==> src/rtl/mul_div_pkg.sv <==
// Shared encodings for the RV32M multiply/divide unit: FUNC3 opcodes, FSM states, iteration count.
package mul_div_pkg;

   localparam logic [2:0] F3_MUL    = 3'd0;
   localparam logic [2:0] F3_MULH   = 3'd1;
   localparam logic [2:0] F3_MULHSU = 3'd2;
   localparam logic [2:0] F3_MULHU  = 3'd3;
   localparam logic [2:0] F3_DIV    = 3'd4;
   localparam logic [2:0] F3_DIVU   = 3'd5;
   localparam logic [2:0] F3_REM    = 3'd6;
   localparam logic [2:0] F3_REMU   = 3'd7;

   localparam int ITER_COUNT = 32;
   localparam int CNT_W      = 6;

   typedef enum logic [1:0] {
      ST_IDLE = 2'd0,
      ST_BUSY = 2'd1,
      ST_DONE = 2'd2
   } state_t;

   function automatic logic a_is_signed(input logic [2:0] f3);
      return (f3 == F3_MULH) || (f3 == F3_MULHSU) || (f3 == F3_DIV) || (f3 == F3_REM);
   endfunction

   function automatic logic b_is_signed(input logic [2:0] f3);
      return (f3 == F3_MULH) || (f3 == F3_DIV) || (f3 == F3_REM);
   endfunction

endpackage

==> src/rtl/mul_div_core.sv <==
// Unsigned radix-2 iterative datapath: shift-add multiply or restoring divide, one step per cycle.
module mul_div_core
   import mul_div_pkg::*;
#(
   parameter int XLEN = 32
) (
   input  logic            i_clk,
   input  logic            i_rst_n,
   input  logic            i_load,
   input  logic            i_step,
   input  logic            i_is_div,
   input  logic [XLEN-1:0] i_a,
   input  logic [XLEN-1:0] i_b,
   output logic [XLEN-1:0] o_hi,
   output logic [XLEN-1:0] o_lo
);

   logic [XLEN-1:0] r_hi;
   logic [XLEN-1:0] r_lo;
   logic [XLEN-1:0] r_b;
   logic            r_div;

   logic [XLEN:0]   w_add;
   logic [XLEN:0]   w_shift;
   logic            w_ge;
   logic [XLEN-1:0] w_sub;

   // Multiply: hi accumulates, lo holds the multiplier and collects product bits shifted out of hi.
   assign w_add   = {1'b0, r_hi} + (r_lo[0] ? {1'b0, r_b} : '0);
   // Divide: hi is the partial remainder, lo shifts the dividend out and quotient bits in.
   assign w_shift = {r_hi, r_lo[XLEN-1]};
   assign w_ge    = (w_shift >= {1'b0, r_b});
   assign w_sub   = w_shift[XLEN-1:0] - r_b;

   always_ff @(posedge i_clk or negedge i_rst_n) begin
      if (!i_rst_n) begin
         r_hi  <= '0;
         r_lo  <= '0;
         r_b   <= '0;
         r_div <= 1'b0;
      end else if (i_load) begin
         r_hi  <= '0;
         r_lo  <= i_a;
         r_b   <= i_b;
         r_div <= i_is_div;
      end else if (i_step) begin
         if (r_div) begin
            r_hi <= w_ge ? w_sub : w_shift[XLEN-1:0];
            r_lo <= {r_lo[XLEN-2:0], w_ge};
         end else begin
            r_hi <= w_add[XLEN:1];
            r_lo <= {w_add[0], r_lo[XLEN-1:1]};
         end
      end
   end

   assign o_hi = r_hi;
   assign o_lo = r_lo;

endmodule

==> src/rtl/mul_div_unit.sv <==
// RV32M multiply/divide unit: accepts a request, iterates 32 cycles in mul_div_core, presents a one-cycle result.
module mul_div_unit
   import mul_div_pkg::*;
#(
   parameter int XLEN = 32
) (
   input  logic            CLK,
   input  logic            RST,
   input  logic            START,
   input  logic [2:0]      FUNC3,
   input  logic [XLEN-1:0] OPERAND_A,
   input  logic [XLEN-1:0] OPERAND_B,
   input  logic            FLUSH,
   output logic            BUSY,
   output logic            RESULT_VALID,
   output logic [XLEN-1:0] RESULT
);

   function automatic logic [XLEN-1:0] cond_neg(input logic en, input logic [XLEN-1:0] v);
      return en ? -v : v;
   endfunction

   state_t             r_state;
   state_t             w_next;
   logic [CNT_W-1:0]   r_cnt;
   logic [2:0]         r_func3;
   logic               r_negate;
   logic               r_special;
   logic [XLEN-1:0]    r_spec_val;

   logic               w_accept;
   logic               w_is_div;
   logic               w_a_neg;
   logic               w_b_neg;
   logic [XLEN-1:0]    w_mag_a;
   logic [XLEN-1:0]    w_mag_b;
   logic               w_div_zero;
   logic               w_ovf;
   logic               w_special;
   logic [XLEN-1:0]    w_spec_val;
   logic               w_negate;
   logic [XLEN-1:0]    w_core_hi;
   logic [XLEN-1:0]    w_core_lo;
   logic [2*XLEN-1:0]  w_prod;
   logic [XLEN-1:0]    w_mul_res;
   logic [XLEN-1:0]    w_div_res;

   assign w_accept   = (r_state == ST_IDLE) && START && !FLUSH;
   assign w_is_div   = FUNC3[2];
   assign w_a_neg    = a_is_signed(FUNC3) && OPERAND_A[XLEN-1];
   assign w_b_neg    = b_is_signed(FUNC3) && OPERAND_B[XLEN-1];
   assign w_mag_a    = cond_neg(w_a_neg, OPERAND_A);
   assign w_mag_b    = cond_neg(w_b_neg, OPERAND_B);
   assign w_div_zero = w_is_div && (OPERAND_B == '0);
   assign w_ovf      = ((FUNC3 == F3_DIV) || (FUNC3 == F3_REM)) &&
                       (OPERAND_A == {1'b1, {(XLEN-1){1'b0}}}) && (OPERAND_B == '1);
   assign w_special  = w_div_zero || w_ovf;
   // Remainder follows the dividend's sign; quotient and product follow the XOR of both signs.
   assign w_negate   = (w_is_div && FUNC3[1]) ? w_a_neg : (w_a_neg ^ w_b_neg);

   always_comb begin
      w_spec_val = '0;
      if (w_div_zero)
         w_spec_val = FUNC3[1] ? OPERAND_A : '1;
      else if (!FUNC3[1])
         w_spec_val = {1'b1, {(XLEN-1){1'b0}}};
   end

   always_comb begin
      w_next = r_state;
      if (FLUSH) begin
         w_next = ST_IDLE;
      end else begin
         case (r_state)
            ST_IDLE: if (START) w_next = w_special ? ST_DONE : ST_BUSY;
            ST_BUSY: if (r_cnt == CNT_W'(ITER_COUNT - 1)) w_next = ST_DONE;
            ST_DONE: w_next = ST_IDLE;
            default: w_next = ST_IDLE;
         endcase
      end
   end

   always_ff @(posedge CLK or negedge RST) begin
      if (!RST) begin
         r_state    <= ST_IDLE;
         r_cnt      <= '0;
         r_func3    <= '0;
         r_negate   <= 1'b0;
         r_special  <= 1'b0;
         r_spec_val <= '0;
      end else begin
         r_state <= w_next;
         if (FLUSH || w_accept)
            r_cnt <= '0;
         else if (r_state == ST_BUSY)
            r_cnt <= r_cnt + 1'b1;
         if (w_accept) begin
            r_func3    <= FUNC3;
            r_negate   <= w_negate;
            r_special  <= w_special;
            r_spec_val <= w_spec_val;
         end
      end
   end

   mul_div_core #(
      .XLEN(XLEN)
   ) u_core (
      .i_clk   (CLK),
      .i_rst_n (RST),
      .i_load  (w_accept),
      .i_step  ((r_state == ST_BUSY) && !FLUSH),
      .i_is_div(w_is_div),
      .i_a     (w_mag_a),
      .i_b     (w_mag_b),
      .o_hi    (w_core_hi),
      .o_lo    (w_core_lo)
   );

   // The last iteration lands on the edge entering DONE, so the result is formed combinationally there.
   assign w_prod    = r_negate ? -{w_core_hi, w_core_lo} : {w_core_hi, w_core_lo};
   assign w_mul_res = (r_func3 == F3_MUL) ? w_prod[XLEN-1:0] : w_prod[2*XLEN-1:XLEN];
   assign w_div_res = r_func3[1] ? cond_neg(r_negate, w_core_hi) : cond_neg(r_negate, w_core_lo);

   assign RESULT_VALID = (r_state == ST_DONE);
   assign RESULT       = !RESULT_VALID ? '0 :
                         r_special     ? r_spec_val :
                         r_func3[2]    ? w_div_res : w_mul_res;
   assign BUSY         = RST && (w_accept || (r_state == ST_BUSY));

endmodule
==> config.mk <==
export PLATFORM = sky130hd
export DESIGN_NAME = mul_div_unit
export DESIGN_NICKNAME = d
export VERILOG_FILES = /design/src/rtl/mul_div_pkg.sv /design/src/rtl/mul_div_core.sv /design/src/rtl/mul_div_unit.sv
export SDC_FILE = /design/constraint.sdc
export NUM_CORES = 1
export LEC_CHECK = 0
export BUFFER_PORTS_ARGS = -buffer_cell sky130_fd_sc_hd__buf_4
export CORE_MARGIN = 2
export CORE_UTILIZATION = 55
export DETAILED_ROUTE_END_ITERATION = 8
export PLACE_DENSITY = 0.79
export SETUP_SLACK_MARGIN = 0.15
export SLEW_MARGIN = 20
export SYNTH_ARGS = -nofsm -noshare
export SYNTH_HDL_FRONTEND = slang
export SYNTH_HIERARCHICAL = 1
export SYNTH_SLANG_ARGS = --single-unit
export TNS_END_PERCENT = 10
==> constraint.sdc <==
create_clock -name CLK -period 4.1 [get_ports CLK]
set_clock_uncertainty 0.2 [all_clocks]
set_input_delay 0.615 -clock CLK [delete_from_list [all_inputs] [get_ports CLK]]
set_output_delay 0.615 -clock CLK [all_outputs]
set_load 0.02 [all_outputs]
==> results.cfg <==
[yosys]
synth_cell_types = 95
synth_common_cells = nand2_1 (260), o21ai_0 (258), nor2_1 (143)
ys_seq_area_share_pct = 22.94
ys_ff_latch = 142
synth-async-reset-ratio_pct = 100.0
synth_area_sq_um = 15490
yosysWarnings = 6
synth_edf_count = 0
synth_area_leaders = dfrtp_1 (23%), o21ai_0 (8.3%), nand2_1 (6.3%)
syn_nets = 2206
syn_area_per_cell_sq_um = 7.509
ys.flop_type = dfrtp_1
synthDominantCellAreaShare_pct = 22.94
synth.most_common_cell = nand2_1
postSynthCellCount = 2063
yosys.area.top_type = dfrtp_1

[clock_network]
clkSinkCount = 142
cts.path.max_buffers = 2
clkSlewWorstSetupHoldPaths_ns = 0.09
clockRootBuffer = clkbuf_16
htreeDepth = 4
insertion_delay_ns = 0.46
cts_made_buffers = 17
postCtsHoldBufs = 0
cts_tree = built

[grt]
track_usage_pct = 38.58
grt_start_max_net_pins = 143
antenna_found_initial = 1
first_global_vias = 15460
grt_pass1_wl_mm = 87.54
grt_overflow = 0

[route]
route.detailed.drc = 0
drt_iter0_markers = 2120
drt_first_pass_iters = 6
vias_per_cell = 6.591
vias = 16750
wl_per_cell_um = 22.59
routed_wl_mm = 57.41
postRouteAntennaNets = 0

[sta]
tns_ns = 0
hold_viol = 0
rsz0062_at_grt = yes
drv_slew = 0
min_period_over_period_pct = 98.52
worst_pin_slew_ns = 0.9745
timing.fmax_ghz = 0.2476
setup_violations = 0
setup_ws_ns = 0.06058
fin_hold_ws_ns = 0.1004
fin_crit_ns = 4.039
slew_headroom_pct = 34.96

[die]
io_pins = 105
die-width_um = 171.8
die_y_um = 171.8
die_area_sq_um = 29520
core_area_sq_um = 27780
num_rows = 61
start_util_pct = 55.76

[critical_path]
cp-end-kind = primary output
cp-start-kind = register
worstPathMaxFanout = 4
r2r_slack_ns = 0.26
arrival_ns = 3.22
cp.required_ns = 3.28
reg2reg_depth = 12
crit_type = reg -> out

[place]
place_ws_ns = 0.2858
gp_congestion = 0.9844
dp_hpwl_mm = 43.40
port_buffers = 104

[worst_hold_path]
holdCritPathClass = in -> async

[final_layout]
fin_nets = 2292
syn_to_final_growth_pct = 14.23
fillers = 2521
drive_gt1_share_pct = 16.00

[power]
ir_worst_vdd_mv = 0.4434
p_per_area_nw_per_um2 = 691.5
p_leak_uw = 0.007223

[flow_run]
maxCapViolations = 0

[outcome]
status = complete, no violations
flip-flops by register name, indices dropped and copies added, names as in the netlist:
register and count:
r_spec_val 32, u_core/o_hi 32, u_core/o_lo 32, u_core/r_b 32, r_cnt 6, r_func3 3, r_state 2, r_negate 1
r_special 1, u_core/r_div 1
area by class of cell:
class | instances | area (sq um) | area share, %
repair buffers | 195 | 1505 | 8.506
diodes | 1 | 2.502 | 0.01414
inverters | 84 | 317.8 | 1.796
flip-flops and latches | 142 | 3567 | 20.16
clock buffers | 17 | 425.4 | 2.404
well taps | 378 | 473.0 | 2.673
multi-input cells | 1709 | 11230 | 63.47
clock inverters | 15 | 172.7 | 0.9758
per-layer routing:
metal | part of all wire [%] | routed length [um] | global-route usage, % | up-vias
met3 | 9.4 | 5384 | 6.121 | 123
met4 | 3.5 | 2000 | 15.02 | 0
met2 | 43 | 24820 | 56.85 | 890
li1 | - | - | - | 7695
met5 | 0 | 0 | 0 | -
met1 | 44 | 25210 | 56.27 | 8039
worst paths after layout:
kind / start / end
min in group CLK: START / r_state[1]
max in group asynchronous: RST / u_core/o_lo[26]
worst max-delay path: u_core/o_lo[26] / RESULT[15]
worst max register to register: u_core/o_lo[0] / u_core/o_hi[31]
worst min-delay path: RST / u_core/r_b[6]
worst min register to register: r_spec_val[30] / r_spec_val[30]
report_power, final:
| group | total, uW | leakage (uW) | internal [uW] | switching (uW) |
|---|---|---|---|---|
| combinational | 8070 | 0.00512 | 3140 | 4940 |
| sequential | 2510 | 0.00181 | 1760 | 747 |
| clock | 1650 | 0.000293 | 873 | 778 |
| total | 12200 | 0.00722 | 5770 | 6470 |
cells in the final DEF (no fill, tap or decap), types with 31 or more instances in the layout:
cell	instances
buf_4	191
nor2_1	142
o21ai_0	256
ha_1	70
inv_1	83
mux2i_1	46
nand3_1	31
nand4_1	36
and2_1	41
nand2_1	259
a21oi_1	117
dfrtp_1	131
xnor2_1	99
nor3_1	44
xor2_1	84
worst max-delay path, cell delays in order (launching register included):
cell	delay [ns]
dfrtp_2	0.45
or4_4	0.55
or4_4	0.47
or3_4	0.43
o21ai_2	0.16
xnor2_1	0.10
a2111oi_2	0.36
a211oi_2	0.08
buf_4	0.18
stage by stage:
stage	instance area, sq um	util [%]	instances	total power [uW]
2_1_floorplan	15490	-	2063	7868
3_3_place_gp	16850	60.64	2499	10060
3_5_place_dp	16850	60.64	2499	10130
4_1_cts	17610	63.38	2537	11930
5_1_grt	17700	63.70	2541	12970
6_report	17700	63.70	2541	12240
cell families after synthesis:
| logic type | Yosys count | share of synthesized area, % |
|---|---|---|
| AOI/OAI and AO/OA | 690 | 29.25 |
| and+or+nand+nor | 709 | 22.10 |
| adders and majority gates | 72 | 5.912 |
| muxes | 55 | 3.748 |
| xor gates and xnor gates | 183 | 10.35 |
| buffers and inverters | 212 | 5.702 |
| DFF | 142 | 22.94 |
repair_timing:
action                     in CTS  in global routing
pin swaps                       4                  4
resized for setup              27                 15
hold endpoints to repair        0                  0
setup buffers                   6                  3
setup endpoints to repair      30                 25
Power figures use the tool's default switching activity.
